## src/rtl/mem_loader_arb.sv

```systemverilog
// mem_loader_arb: arbitrates a single data-memory port between a streaming
// loader, a streaming readback engine and a CPU core.
//   IDLE     : CPU held in reset, memory port idle at BASE_ADDR.
//   LOAD     : ld_valid/ld_data stream written to consecutive words.
//   READBACK : consecutive words presented on rb_valid/rb_data.
//   RUN      : CPU released and its data port passed straight to memory.
// Ports:
//   clk, reset (async, active-high)
//   ld_start, rb_start, run_start, halt : one-cycle control pulses
//   len                                 : burst length in words
//   ld_valid, ld_data, ld_ready         : load stream
//   rb_valid, rb_data, rb_ready         : readback stream
//   cpu_we, cpu_addr, cpu_wdata         : CPU data-memory port
//   cpu_reset                           : reset to the CPU core
//   mem_we, mem_addr, mem_wdata, mem_rdata : arbitrated memory port
//   busy, done, err                     : status (done/err sticky)
module mem_loader_arb #(
  parameter int unsigned       DATA_W    = 32,
  parameter int unsigned       ADDR_W    = 32,
  parameter int unsigned       DEPTH     = 64,
  parameter logic [ADDR_W-1:0] BASE_ADDR = '0
) (
  input  logic                         clk,
  input  logic                         reset,
  input  logic                         ld_start,
  input  logic                         rb_start,
  input  logic                         run_start,
  input  logic                         halt,
  input  logic [$clog2(DEPTH+1)-1:0]   len,
  input  logic                         ld_valid,
  input  logic [DATA_W-1:0]            ld_data,
  output logic                         ld_ready,
  output logic                         rb_valid,
  output logic [DATA_W-1:0]            rb_data,
  input  logic                         rb_ready,
  input  logic                         cpu_we,
  input  logic [ADDR_W-1:0]            cpu_addr,
  input  logic [DATA_W-1:0]            cpu_wdata,
  output logic                         cpu_reset,
  output logic                         mem_we,
  output logic [ADDR_W-1:0]            mem_addr,
  output logic [DATA_W-1:0]            mem_wdata,
  input  logic [DATA_W-1:0]            mem_rdata,
  output logic                         busy,
  output logic                         done,
  output logic                         err
);

  localparam int unsigned LEN_W = $clog2(DEPTH + 1);

  typedef enum logic [1:0] {
    ST_IDLE,
    ST_LOAD,
    ST_READBACK,
    ST_RUN
  } state_t;

  state_t            state_q, state_d;
  logic [LEN_W-1:0]  idx_q, idx_d;
  logic [LEN_W-1:0]  len_q, len_d;
  logic              done_q, done_d;
  logic              err_q, err_d;
  logic              ld_ready_q, rb_valid_q, busy_q, cpu_reset_q;

  logic              len_ok_c;
  logic              last_c;
  logic [ADDR_W-1:0] word_addr_c;
  logic              mem_we_c;
  logic [ADDR_W-1:0] mem_addr_c;
  logic [DATA_W-1:0] mem_wdata_c;

  // Burst helpers: length legality, final-word detect, current word address.
  assign len_ok_c    = (len != '0) && (len <= LEN_W'(DEPTH));
  assign last_c      = (idx_q == (len_q - LEN_W'(1)));
  assign word_addr_c = BASE_ADDR + (ADDR_W'(idx_q) << 2);

  // State and burst bookkeeping registers.
  always_ff @(posedge clk or posedge reset) begin
    if (reset) begin
      state_q     <= ST_IDLE;
      idx_q       <= '0;
      len_q       <= '0;
      done_q      <= 1'b0;
      err_q       <= 1'b0;
      ld_ready_q  <= 1'b0;
      rb_valid_q  <= 1'b0;
      busy_q      <= 1'b0;
      cpu_reset_q <= 1'b1;
    end else begin
      state_q     <= state_d;
      idx_q       <= idx_d;
      len_q       <= len_d;
      done_q      <= done_d;
      err_q       <= err_d;
      // Mode flags are registered from the next state so they line up with state_q.
      ld_ready_q  <= (state_d == ST_LOAD);
      rb_valid_q  <= (state_d == ST_READBACK);
      busy_q      <= (state_d == ST_LOAD) || (state_d == ST_READBACK);
      cpu_reset_q <= (state_d != ST_RUN);
    end
  end

  // Next-state, burst bookkeeping and memory-port mux.
  always_comb begin
    state_d     = state_q;
    idx_d       = idx_q;
    len_d       = len_q;
    done_d      = done_q;
    err_d       = err_q;
    mem_we_c    = 1'b0;
    mem_addr_c  = BASE_ADDR;
    mem_wdata_c = '0;

    case (state_q)
      ST_IDLE: begin
        // ld_start outranks rb_start outranks run_start.
        if (ld_start || rb_start) begin
          if (len_ok_c) begin
            len_d   = len;
            idx_d   = '0;
            done_d  = 1'b0;
            err_d   = 1'b0;
            state_d = ld_start ? ST_LOAD : ST_READBACK;
          end else begin
            err_d = 1'b1;
          end
        end else if (run_start) begin
          state_d = ST_RUN;
        end
      end

      ST_LOAD: begin
        mem_addr_c  = word_addr_c;
        mem_wdata_c = ld_data;
        mem_we_c    = ld_valid;
        if (ld_valid) begin
          if (last_c) begin
            done_d  = 1'b1;
            idx_d   = '0;
            state_d = ST_IDLE;
          end else begin
            idx_d = idx_q + LEN_W'(1);
          end
        end
      end

      ST_READBACK: begin
        mem_addr_c = word_addr_c;
        if (rb_ready) begin
          if (last_c) begin
            done_d  = 1'b1;
            idx_d   = '0;
            state_d = ST_IDLE;
          end else begin
            idx_d = idx_q + LEN_W'(1);
          end
        end
      end

      ST_RUN: begin
        // CPU owns the port combinationally while running.
        mem_we_c    = cpu_we;
        mem_addr_c  = cpu_addr;
        mem_wdata_c = cpu_wdata;
        if (halt) begin
          state_d = ST_IDLE;
        end
      end

      default: begin
        state_d = ST_IDLE;
      end
    endcase
  end

  assign ld_ready  = ld_ready_q;
  assign rb_valid  = rb_valid_q;
  // Address is frozen while stalled, so read data holds as long as memory does.
  assign rb_data   = mem_rdata;
  assign cpu_reset = cpu_reset_q;
  assign busy      = busy_q;
  assign done      = done_q;
  assign err       = err_q;
  assign mem_we    = mem_we_c;
  assign mem_addr  = mem_addr_c;
  assign mem_wdata = mem_wdata_c;

endmodule

```

## config.mk

```make
export PLATFORM = sky130hd
export DESIGN_NAME = mem_loader_arb
export DESIGN_NICKNAME = d
export VERILOG_FILES = /design/src/rtl/mem_loader_arb.sv
export SDC_FILE = /design/constraint.sdc
export NUM_CORES = 1
export LEC_CHECK = 0
export CORE_MARGIN = 5
export CORE_UTILIZATION = 29
export DETAILED_ROUTE_END_ITERATION = 8
export PLACE_DENSITY = 0.82
export SYNTH_ARGS = -nofsm -noshare
export SYNTH_HDL_FRONTEND = slang
export SYNTH_SLANG_ARGS = --single-unit
```

## constraint.sdc

```tcl
create_clock -name clk -period 3.3 [get_ports clk]
set_clock_uncertainty 0.1 [all_clocks]
set_input_delay 0.825 -clock clk [delete_from_list [all_inputs] [get_ports clk]]
set_output_delay 0.825 -clock clk [all_outputs]
set_load 0.02 [all_outputs]
```

==> run_summary.xml, run 1 <==
<?xml version="1.0" encoding="UTF-8"?>
<metrics>
  <group name="yosys">
    <metric name="ys_seq_elements" unit="">22</metric>
    <metric name="synth_cells" unit="">272</metric>
    <metric name="sequential_fraction_of_the_synthesis_area" unit="%">23.3</metric>
    <metric name="synthDistinctLibCells" unit="">52</metric>
    <metric name="synth_warnings" unit="">0</metric>
    <metric name="dominantRegCellSynth" unit="">sky130_fd_sc_hd__dfrtp_1</metric>
    <metric name="synthDominantAreaCellType" unit="">sky130_fd_sc_hd__dfrtp_1</metric>
    <metric name="synthesis.nets" unit="">427</metric>
    <metric name="syn_area" unit="sq mm">0.00237</metric>
    <metric name="ys_top_cells_by_area" unit="">sky130_fd_sc_hd__dfrtp_1, sky130_fd_sc_hd__a22o_1, sky130_fd_sc_hd__buf_4</metric>
    <metric name="asyncSetResetFlopFracSynth" unit="%">100</metric>
    <metric name="proportion_of_netlist_area_held_by_the_largest_area_contributor" unit="%">22.2</metric>
    <metric name="synth_edf_count" unit="">0</metric>
    <metric name="synthesis.area_per_instance" unit="sq um">8.72</metric>
  </group>
  <group name="critical_path">
    <metric name="type_of_element_capturing_the_critical_path" unit="">flip-flop</metric>
    <metric name="setup.worst_path.start_class" unit="">primary input</metric>
    <metric name="timing_worst_setup_path_type" unit="">in2reg</metric>
    <metric name="required" unit="ns">3.34</metric>
    <metric name="worstPathMaxFanout" unit="">5</metric>
    <metric name="cp_data_arrival_time" unit="ns">3.21</metric>
    <metric name="delay_of_the_slowest_cell_on_the_worst_path" unit="ns">0.57</metric>
    <metric name="critical_path.slowest_cell" unit="">sky130_fd_sc_hd__or4_4</metric>
    <metric name="path_cells" unit="">clkdlybuf4s50_1 &gt; or4_4 &gt; or4_1 &gt; nand3_1 &gt; nand2_1 &gt; a221oi_1 &gt; ha_1</metric>
  </group>
  <group name="job">
    <metric name="maxCapViolations" unit="">0</metric>
  </group>
  <group name="layout">
    <metric name="antenna_diode_count" unit="">0</metric>
    <metric name="fin_area" unit="sq mm">0.00417</metric>
    <metric name="areaGrowthSynthToFinish" unit="%">75.8</metric>
    <metric name="num-nets-final" unit="">580</metric>
    <metric name="layout_common_cells" unit="">sky130_fd_sc_hd__clkdlybuf4s50_1, sky130_fd_sc_hd__a22o_1, sky130_fd_sc_hd__and2_1</metric>
    <metric name="mostFrequentLayoutCell" unit="">sky130_fd_sc_hd__clkdlybuf4s50_1</metric>
    <metric name="fraction_of_layout_cells_with_a_size_suffix_above_1" unit="%">9.43</metric>
  </group>
  <group name="global_route">
    <metric name="via_count_of_the_first_global_routing_pass" unit="">2862</metric>
    <metric name="grt_overflow" unit="">0</metric>
    <metric name="antenna_found_initial" unit="">0</metric>
    <metric name="largest_net_degree_at_the_start_of_global_routing" unit="">36</metric>
    <metric name="grt_first_pass_wirelength" unit="um">15200</metric>
    <metric name="grtUsageTotal" unit="%">19.0</metric>
  </group>
  <group name="min_path">
    <metric name="hp-class" unit="">reg2reg</metric>
  </group>
  <group name="power_and_ir_drop">
    <metric name="power.ir.vdd_worst" unit="uV">415</metric>
    <metric name="report.power.total" unit="uW">2950</metric>
    <metric name="power.density" unit="mW/mm^2">708</metric>
    <metric name="total_leakage_power" unit="uW">0.00167</metric>
  </group>
  <group name="status">
    <metric name="status" unit="">complete, no violations</metric>
  </group>
  <group name="sta">
    <metric name="timing.final.setup_violations" unit="">0</metric>
    <metric name="timing.final.ws_setup" unit="ns">0.135</metric>
    <metric name="final_min_period_over_clock_period" unit="%">95.9</metric>
    <metric name="maxSlewViolCount" unit="">0</metric>
    <metric name="rsz0062_at_grt" unit="">no</metric>
    <metric name="tightest_slew" unit="ns">0.850</metric>
    <metric name="timing.final.crit_period" unit="ns">3.16</metric>
    <metric name="final-hold-violation-count" unit="">0</metric>
    <metric name="worst_slew_margin_rel" unit="%">43.3</metric>
    <metric name="max_freq" unit="MHz">316</metric>
  </group>
  <group name="die">
    <metric name="floorplan.die.height" unit="um">100</metric>
    <metric name="fp.dieArea" unit="sq mm">0.0101</metric>
    <metric name="start_util" unit="%">29.3</metric>
    <metric name="floorplan.die.width" unit="um">100</metric>
    <metric name="top_level_ports" unit="">247</metric>
    <metric name="coreArea" unit="sq mm">0.00809</metric>
    <metric name="num_rows" unit="">33</metric>
  </group>
  <group name="placement">
    <metric name="port_buffers" unit="">182</metric>
    <metric name="pre_cts_setup_slack" unit="ns">-0.119</metric>
    <metric name="detailed_place_hpwl" unit="um">8320</metric>
    <metric name="detailed_place.area" unit="sq mm">0.00411</metric>
    <metric name="place.gp.congestion" unit="">0.885</metric>
  </group>
  <group name="cts">
    <metric name="clock_sink_count" unit="">22</metric>
    <metric name="clock_insertion_delay_worst_skew" unit="ns">0.26</metric>
    <metric name="clock-root-buffer" unit="">sky130_fd_sc_hd__clkbuf_8</metric>
    <metric name="ctsHtreeMaxLevel" unit="">1</metric>
    <metric name="cts_hold_repair.buffers" unit="">0</metric>
    <metric name="cts_buffers" unit="">3</metric>
    <metric name="clock_path_buffers" unit="">2</metric>
    <metric name="tritoncts_clock_tree" unit="">done</metric>
    <metric name="worst_setup_hold_path_clk_slew" unit="ns">0.07</metric>
  </group>
  <group name="routing">
    <metric name="wl_per_cell" unit="um">19.1</metric>
    <metric name="drt_pass1_iterations" unit="">4</metric>
    <metric name="routed_wire_length" unit="um">10100</metric>
    <metric name="route.vias.total" unit="">2723</metric>
    <metric name="antenna_violating_nets_post_route" unit="">0</metric>
    <metric name="route.detailed.vias_per_inst" unit="">5.15</metric>
    <metric name="drc" unit="">0</metric>
    <metric name="detail_route.iter0.violations" unit="">110</metric>
  </group>
</metrics>
cell type report:
type	count	area, sq um
multi-input cells	191	1470
clock buffers	4	55.1
well taps	105	131
repair buffers	197	1920
flip-flops and latches	22	552
fillers	761	3920
inverters	10	37.5
sequential cells by signal, summed over array words and instances (netlist names):
| signal | count |
|---|---|
| done | 1 |
| rb_valid | 1 |
| err | 1 |
| idx_q | 7 |
| state_q | 2 |
| ld_ready | 1 |
| cpu_reset | 1 |
| len_q | 7 |
| busy | 1 |
worst paths after layout:
check	depth (start not counted)	end	from	slack, ns
worst max-delay path	7	busy	len[1]	0.14
worst min-delay path	2	err	err	0.42
worst max register to register	9	idx_q[4]	state_q[1]	0.37
worst min register to register	2	err	err	0.42
max in group asynchronous	2	rb_valid	reset	1.64
min in group asynchronous	2	len_q[4]	reset	0.93
cell families after synthesis:
kind of cell | synth area share (%)
AND/OR/NAND/NOR | 21.0
flip-flops | 23.3
XOR/XNOR | 3.69
adder cells (fa/ha/maj) | 5.80
buffers and inverters | 14.9
AO/OA/AOI/OAI | 28.5
multiplexers | 2.85
metal layers:
layer  share of wire [%]  wire [um]  track usage, %
met1                  41       4100            22.7
met3                 9.1        922            5.14
met4                 2.3        228            5.08
met2                  48       4860            33.6
met5                   0          0               0
critical path, delay by kind of cell:
kind                     cells  cell delay (ns)
adder cells (fa/ha/maj)      1             0.29
AND/OR/NAND/NOR              4             1.29
buffers and inverters        1             0.42
AO/OA/AOI/OAI                1             0.38
repair_timing:
action | in CTS | in global routing
gates resized for setup | 0 | 1
setup buffers | 0 | 0
setup endpoints to repair | 0 | 7
through the flow:
step	util, %	setup TNS (ns)	hold slack, ns	cells
finish	51.5	0	0.421	529
global route	51.5	0	0.441	529
CTS	51.5	0	0.426	529
detailed placement	50.8	-0.292	0.413	525
global placement	50.8	-0.0720	0.407	525
floorplan	-	0	0.405	272
cell usage after synthesis, types with 3 or more instances:
cell / n
sky130_fd_sc_hd__a22o_1: 33
sky130_fd_sc_hd__o21ai_1: 3
sky130_fd_sc_hd__inv_1: 10
sky130_fd_sc_hd__xnor2_1: 5
sky130_fd_sc_hd__or4_1: 4
sky130_fd_sc_hd__xor2_1: 5
sky130_fd_sc_hd__o21ai_0: 7
sky130_fd_sc_hd__buf_4: 32
sky130_fd_sc_hd__and3_1: 3
sky130_fd_sc_hd__nand3_1: 6
sky130_fd_sc_hd__mux2_1: 6
sky130_fd_sc_hd__nor2_1: 10
sky130_fd_sc_hd__and2_1: 25
sky130_fd_sc_hd__o31ai_1: 4
sky130_fd_sc_hd__nor3_1: 3
sky130_fd_sc_hd__nor4_1: 5
sky130_fd_sc_hd__dfrtp_1: 21
sky130_fd_sc_hd__a22oi_1: 12
sky130_fd_sc_hd__ha_1: 11
sky130_fd_sc_hd__nand2_1: 9
sky130_fd_sc_hd__clkbuf_1: 15
sky130_fd_sc_hd__nand2b_1: 5
where the power goes:
part / total (uW) / leakage (uW) / switching (uW) / internal (uW)
clock: 190 / 0.0000288 / 84.1 / 106
sequential: 513 / 0.000277 / 135 / 378
combinational: 2250 / 0.00136 / 1170 / 1080
Note: power is estimated with default switching activity, not from simulation.
==> run 2, diff against run 1 <==
--- a/config.mk
+++ b/config.mk
@@ -5,10 +5,10 @@
 export SDC_FILE = /design/constraint.sdc
 export NUM_CORES = 1
 export LEC_CHECK = 0
-export CORE_MARGIN = 5
-export CORE_UTILIZATION = 29
+export CORE_AREA = 2 2 97 99
 export DETAILED_ROUTE_END_ITERATION = 8
-export PLACE_DENSITY = 0.82
+export DIE_AREA = 0 0 99 101
+export PLACE_DENSITY = 0.76
 export SYNTH_ARGS = -nofsm -noshare
 export SYNTH_HDL_FRONTEND = slang
 export SYNTH_SLANG_ARGS = --single-unit
==> run 2 against run 1 <==
Wire length decreased by 3.6%. Critical path depth decreased by 2. Global-route usage decreased by 0.45 points. Clock-buffer cell count decreased by 1. Critical path type is now reg2out. Largest cell class unchanged. Largest power group unchanged. Highest routed layer is now met5.
==> run_summary.xml, run 2 (synthesis results as in run 1) <==
<?xml version="1.0" encoding="UTF-8"?>
<metrics>
  <group name="sta">
    <metric name="rsz0062_at_grt" unit="">no</metric>
    <metric name="final-hold-violation-count" unit="">0</metric>
    <metric name="tns" unit="ns">0</metric>
    <metric name="max_freq" unit="MHz">315</metric>
    <metric name="tightest_slew" unit="ns">0.820</metric>
    <metric name="fin_worst_hold_slack" unit="ns">0.423</metric>
    <metric name="timing.final.setup_violations" unit="">0</metric>
    <metric name="final_min_period_over_clock_period" unit="%">96.3</metric>
    <metric name="timing.final.crit_period" unit="ns">3.18</metric>
    <metric name="worst_slew_margin_rel" unit="%">45.3</metric>
    <metric name="maxSlewViolCount" unit="">0</metric>
  </group>
  <group name="cts">
    <metric name="ctsHtreeMaxLevel" unit="">1</metric>
    <metric name="clock_insertion_delay_worst_skew" unit="ns">0.27</metric>
    <metric name="cts_repair_resize_count" unit="">0</metric>
    <metric name="worst_setup_hold_path_clk_slew" unit="ns">0.09</metric>
    <metric name="tritoncts_clock_tree" unit="">done</metric>
    <metric name="cts_buffers" unit="">3</metric>
    <metric name="clock_path_buffers" unit="">2</metric>
    <metric name="clock_sink_count" unit="">22</metric>
    <metric name="clock-root-buffer" unit="">sky130_fd_sc_hd__clkbuf_8</metric>
    <metric name="cts.repair_timing.setup_buffer_count" unit="">0</metric>
    <metric name="cts_hold_repair.buffers" unit="">0</metric>
  </group>
  <group name="critical_path">
    <metric name="type_of_element_capturing_the_critical_path" unit="">primary output</metric>
    <metric name="reg2reg_depth" unit="">8</metric>
    <metric name="timing_worst_setup_path_type" unit="">reg2out</metric>
    <metric name="critical_path.startpoint" unit="">state_q[1]</metric>
    <metric name="setup.worst_path.start_class" unit="">flip-flop</metric>
    <metric name="worstPathMaxFanout" unit="">35</metric>
    <metric name="regToRegStartpoint" unit="">state_q[1]</metric>
    <metric name="required" unit="ns">2.37</metric>
    <metric name="cp_data_arrival_time" unit="ns">2.25</metric>
  </group>
  <group name="power_and_ir_drop">
    <metric name="total_leakage_power" unit="uW">0.00166</metric>
    <metric name="power.ir.vdd_worst" unit="uV">357</metric>
    <metric name="power.density" unit="mW/mm^2">710</metric>
  </group>
  <group name="layout">
    <metric name="final_util" unit="%">46.9</metric>
    <metric name="antenna_diode_count" unit="">0</metric>
    <metric name="layout_common_cells" unit="">sky130_fd_sc_hd__clkdlybuf4s50_1, sky130_fd_sc_hd__a22o_1, sky130_fd_sc_hd__and2_1</metric>
    <metric name="multi_input_area" unit="sq mm">0.00148</metric>
    <metric name="fin_area" unit="sq mm">0.00421</metric>
    <metric name="storage_element_area" unit="sq um">552</metric>
    <metric name="mostFrequentLayoutCell" unit="">sky130_fd_sc_hd__clkdlybuf4s50_1</metric>
    <metric name="fill_cells" unit="">870</metric>
    <metric name="biggestRegsByFlops" unit="">idx_q: 7 flops, len_q: 7 flops, state_q: 2 flops</metric>
    <metric name="num-nets-final" unit="">578</metric>
    <metric name="fraction_of_layout_cells_with_a_size_suffix_above_1" unit="%">7.82</metric>
    <metric name="areaGrowthSynthToFinish" unit="%">77.6</metric>
    <metric name="finalNonFillerCells" unit="">533</metric>
  </group>
  <group name="die">
    <metric name="fp.dieArea" unit="sq mm">0.0100</metric>
    <metric name="floorplan.die.width" unit="um">99</metric>
    <metric name="top_level_ports" unit="">247</metric>
    <metric name="start_util" unit="%">26.4</metric>
    <metric name="coreArea" unit="sq mm">0.00898</metric>
    <metric name="num_rows" unit="">35</metric>
    <metric name="floorplan.die.height" unit="um">101</metric>
  </group>
  <group name="routing">
    <metric name="detail_route.iter0.violations" unit="">103</metric>
    <metric name="wl_per_cell" unit="um">18.3</metric>
    <metric name="route.vias.total" unit="">2685</metric>
    <metric name="route.detailed.vias_per_inst" unit="">5.04</metric>
    <metric name="drt_pass1_iterations" unit="">4</metric>
    <metric name="antenna_violating_nets_post_route" unit="">0</metric>
    <metric name="drc" unit="">0</metric>
    <metric name="routed_wire_length" unit="um">9750</metric>
  </group>
  <group name="global_route">
    <metric name="largest_net_degree_at_the_start_of_global_routing" unit="">38</metric>
    <metric name="grtUsageTotal" unit="%">18.6</metric>
    <metric name="grt_first_pass_wirelength" unit="um">14800</metric>
    <metric name="via_count_of_the_first_global_routing_pass" unit="">2716</metric>
    <metric name="antenna_found_initial" unit="">1</metric>
    <metric name="grt_overflow" unit="">0</metric>
  </group>
  <group name="min_path">
    <metric name="hold_depth" unit="">1</metric>
    <metric name="hp-class" unit="">reg2reg</metric>
    <metric name="min_from" unit="">done</metric>
  </group>
  <group name="placement">
    <metric name="detailed_place.area" unit="sq mm">0.00413</metric>
    <metric name="place.gp.congestion" unit="">0.848</metric>
    <metric name="detailed_place_hpwl" unit="um">7880</metric>
    <metric name="port_buffers" unit="">182</metric>
    <metric name="dp_cells" unit="">529</metric>
  </group>
  <group name="job">
    <metric name="maxCapViolations" unit="">0</metric>
  </group>
  <group name="status">
    <metric name="status" unit="">complete, no violations</metric>
  </group>
</metrics>
## run 2: power by group
part | total, uW | switching, uW | leakage (uW) | internal [uW]
combinational | 2210 | 1130 | 0.00135 | 1080
clock | 261 | 98.3 | 0.0000357 | 162
sequential | 516 | 138 | 0.000277 | 378
## run 2: path summary, 6_finish.rpt
path	to	slack [ns]
setup / recovery	mem_wdata[23]	0.12
hold / removal	done	0.42
setup reg to reg	idx_q[6]	0.43
hold reg to reg	done	0.42
max in group asynchronous	idx_q[4]	1.68
min in group asynchronous	err	0.90
## run 2: final cells by class
type	instances	area share, %
clock buffer	3	0.980
timing repair buffer	195	45.8
clock inverter	1	0.713
multi-input combinational	191	35.2
inverter	10	0.891
sequential	22	13.1
tap	111	3.30
## run 2: through the flow
step                setup slack, ns  power (uW)
floorplan                     0.381        1810
global placement            -0.0613        2680
detailed placement           -0.126        2710
CTS                          0.0535        2990
global route                0.00766        3190
finish                        0.123        2990
## run 2: routing by layer
| metal | track usage, % | part of all wire (%) | up-vias |
|---|---|---|---|
| li1 | - | - | 1272 |
| met1 | 23.5 | 42 | 1274 |
| met2 | 32.7 | 48 | 129 |
| met3 | 5.06 | 8.9 | 8 |
| met4 | 2.00 | 0.63 | 2 |
| met5 | 0 | 0.11 | - |
## run 2: critical path, stage by stage, from the launching register on
cell and delay [ns]:
sky130_fd_sc_hd__dfrtp_1 0.46, sky130_fd_sc_hd__inv_1 0.15, sky130_fd_sc_hd__ha_1 0.16, sky130_fd_sc_hd__buf_4 0.33, sky130_fd_sc_hd__a22o_1 0.24, sky130_fd_sc_hd__clkdlybuf4s50_1 0.62
==> run 3, diff against run 2 <==
--- a/config.mk
+++ b/config.mk
@@ -9,6 +9,7 @@
 export DETAILED_ROUTE_END_ITERATION = 8
 export DIE_AREA = 0 0 99 101
 export PLACE_DENSITY = 0.76
+export SLEW_MARGIN = 20
 export SYNTH_ARGS = -nofsm -noshare
 export SYNTH_HDL_FRONTEND = slang
 export SYNTH_SLANG_ARGS = --single-unit
==> constraint.sdc (replaced) <==
create_clock -name clk -period 3.3 [get_ports clk]
set_clock_uncertainty 0.1 [all_clocks]
set_input_delay 0.495 -clock clk [delete_from_list [all_inputs] [get_ports clk]]
set_output_delay 0.495 -clock clk [all_outputs]
set_load 0.02 [all_outputs]
==> run 3 against run 2 <==
Combinational power barely moved. Worst setup slack improved by 0.21 ns. Clock-buffer cell count did not move. Sequential power fell by 1%. Highest routed layer is now met4.
==> run_summary.xml, run 3 (synthesis results as in run 1) <==
<?xml version="1.0" encoding="UTF-8"?>
<metrics>
  <group name="status">
    <metric name="status" unit="">complete, no violations</metric>
  </group>
  <group name="placement">
    <metric name="pre_cts_setup_slack" unit="ns">0.0591</metric>
    <metric name="detailed_place_hpwl" unit="um">7920</metric>
    <metric name="dp_cells" unit="">521</metric>
    <metric name="place.gp.congestion" unit="">0.854</metric>
    <metric name="port_buffers" unit="">182</metric>
  </group>
  <group name="sta">
    <metric name="timing.final.crit_period" unit="ns">2.97</metric>
    <metric name="rsz0062_at_grt" unit="">no</metric>
    <metric name="timing.final.ws_setup" unit="ns">0.333</metric>
    <metric name="tightest_slew" unit="ns">0.866</metric>
    <metric name="fin_worst_hold_slack" unit="ns">0.405</metric>
    <metric name="tns" unit="ns">0</metric>
    <metric name="max_freq" unit="MHz">337</metric>
    <metric name="worst_slew_margin_rel" unit="%">42.2</metric>
    <metric name="timing.final.setup_violations" unit="">0</metric>
    <metric name="final-hold-violation-count" unit="">0</metric>
    <metric name="maxSlewViolCount" unit="">0</metric>
    <metric name="final_min_period_over_clock_period" unit="%">89.9</metric>
  </group>
  <group name="routing">
    <metric name="antenna_violating_nets_post_route" unit="">0</metric>
    <metric name="route.detailed.vias_per_inst" unit="">5.11</metric>
    <metric name="drc" unit="">0</metric>
    <metric name="drt_pass1_iterations" unit="">4</metric>
    <metric name="detail_route.iter0.violations" unit="">87</metric>
    <metric name="wl_per_cell" unit="um">18.7</metric>
    <metric name="routed_wire_length" unit="um">9810</metric>
    <metric name="route.vias.total" unit="">2681</metric>
  </group>
  <group name="critical_path">
    <metric name="cp_data_arrival_time" unit="ns">3.02</metric>
    <metric name="worstPathMaxFanout" unit="">6</metric>
    <metric name="timing_worst_setup_path_type" unit="">in2reg</metric>
    <metric name="rrSetupSlack" unit="ns">0.45</metric>
    <metric name="setup.worst_path.start_class" unit="">primary input</metric>
    <metric name="required" unit="ns">3.35</metric>
    <metric name="type_of_element_capturing_the_critical_path" unit="">flip-flop</metric>
  </group>
  <group name="die">
    <metric name="start_util" unit="%">26.4</metric>
    <metric name="fp.dieArea" unit="sq mm">0.0100</metric>
    <metric name="coreArea" unit="sq mm">0.00898</metric>
    <metric name="top_level_ports" unit="">247</metric>
    <metric name="floorplan.die.height" unit="um">101</metric>
    <metric name="num_rows" unit="">35</metric>
    <metric name="floorplan.die.width" unit="um">99</metric>
  </group>
  <group name="cts">
    <metric name="cts_hold_repair.buffers" unit="">0</metric>
    <metric name="worst_setup_hold_path_clk_slew" unit="ns">0.09</metric>
    <metric name="cts.repair_timing.setup_buffer_count" unit="">0</metric>
    <metric name="clock-root-buffer" unit="">sky130_fd_sc_hd__clkbuf_8</metric>
    <metric name="cts_buffers" unit="">3</metric>
    <metric name="cts_repair_resize_count" unit="">0</metric>
    <metric name="clock_path_buffers" unit="">2</metric>
    <metric name="ctsHtreeMaxLevel" unit="">1</metric>
    <metric name="tritoncts_clock_tree" unit="">done</metric>
    <metric name="clock_insertion_delay_worst_skew" unit="ns">0.27</metric>
    <metric name="clock_sink_count" unit="">22</metric>
  </group>
  <group name="layout">
    <metric name="mostFrequentLayoutCell" unit="">sky130_fd_sc_hd__clkdlybuf4s50_1</metric>
    <metric name="multi_input_area" unit="sq mm">0.00147</metric>
    <metric name="layout_common_cells" unit="">sky130_fd_sc_hd__clkdlybuf4s50_1, sky130_fd_sc_hd__a22o_1, sky130_fd_sc_hd__and2_1</metric>
    <metric name="num-nets-final" unit="">570</metric>
    <metric name="fill_cells" unit="">857</metric>
    <metric name="fraction_of_layout_cells_with_a_size_suffix_above_1" unit="%">5.80</metric>
    <metric name="biggestRegsByFlops" unit="">idx_q: 7 flops, len_q: 7 flops, state_q: 2 flops</metric>
    <metric name="finalNonFillerCells" unit="">525</metric>
    <metric name="antenna_diode_count" unit="">0</metric>
    <metric name="areaGrowthSynthToFinish" unit="%">74.6</metric>
    <metric name="storage_element_area" unit="sq um">552</metric>
  </group>
  <group name="power_and_ir_drop">
    <metric name="intPower" unit="uW">1580</metric>
    <metric name="power_frac_seq" unit="%">17.2</metric>
    <metric name="swShare" unit="%">46.5</metric>
    <metric name="total_leakage_power" unit="uW">0.00162</metric>
    <metric name="power.ir.vdd_worst" unit="uV">352</metric>
    <metric name="power.switching" unit="uW">1370</metric>
    <metric name="report.power.total" unit="uW">2960</metric>
    <metric name="power_frac_comb" unit="%">74.0</metric>
    <metric name="power.density" unit="mW/mm^2">714</metric>
    <metric name="pwr-share-clk" unit="%">8.8</metric>
  </group>
  <group name="global_route">
    <metric name="grtUsageTotal" unit="%">18.6</metric>
    <metric name="grt_first_pass_wirelength" unit="um">14800</metric>
    <metric name="antenna_found_initial" unit="">0</metric>
    <metric name="via_count_of_the_first_global_routing_pass" unit="">2753</metric>
    <metric name="grt_overflow" unit="">0</metric>
    <metric name="largest_net_degree_at_the_start_of_global_routing" unit="">35</metric>
  </group>
  <group name="job">
    <metric name="maxCapViolations" unit="">0</metric>
  </group>
  <group name="min_path">
    <metric name="hp-class" unit="">reg2reg</metric>
  </group>
</metrics>
-- run 3: cell count changes in the layout (fill, tap and decap cells not counted) --
cell                        delta
sky130_fd_sc_hd__a2111oi_0     -1
sky130_fd_sc_hd__a2111oi_1     +1
sky130_fd_sc_hd__buf_4         -8
sky130_fd_sc_hd__ha_1          +1
sky130_fd_sc_hd__ha_4          -1
-- run 3: area by class of cell --
class / count / share of cell area (%)
repair buffers: 187 / 45.2
clock buffers: 3 / 0.997
well taps: 111 / 3.35
multi-input cells: 191 / 35.5
clock inverters: 1 / 0.725
inverters: 10 / 0.906
flip-flops and latches: 22 / 13.3
-- run 3: worst paths after layout --
check / startpoint / end / depth (start not counted)
min in group asynchronous: reset / len_q[0] / 2
max in group asynchronous: reset / ld_ready / 2
hold / removal: done / done / 1
setup reg to reg: state_q[0] / idx_q[5] / 7
setup / recovery: len[1] / busy / 7
hold reg to reg: done / done / 1
-- run 3: power groups by stage --
stage                     logic (uW)  clock network [uW]  registers (uW)
after floorplan                 1300                   0             509
after global placement          2120                   0             510
after detailed placement        2160                   0             513
after CTS                       2190                 261             508
after global routing            2330                 278             526
final                           2190                 260             509
-- run 3: layer usage --
metal,vias up,GRT usage [%],share of wire [%]
met2,126,33.1,49
li1,1254,-,-
met3,12,3.74,7.4
met1,1289,23.6,43
met4,0,2.95,0.97
met5,-,0,0
-- run 3: worst max-delay path: stages --
cell                              delay (ns)
sky130_fd_sc_hd__clkdlybuf4s50_1        0.42
sky130_fd_sc_hd__or4_4                  0.60
sky130_fd_sc_hd__or4_1                  0.50
sky130_fd_sc_hd__nand3_1                0.13
sky130_fd_sc_hd__nand2_1                0.10
sky130_fd_sc_hd__a221oi_1               0.46
sky130_fd_sc_hd__ha_1                   0.32
-- run 3: through the flow --
| step | instance area (sq um) | util, % |
|---|---|---|
| after floorplan | 2370 | - |
| after global placement | 4070 | 45.3 |
| after detailed placement | 4070 | 45.3 |
| after CTS | 4140 | 46.1 |
| after global routing | 4140 | 46.1 |
| final | 4140 | 46.1 |
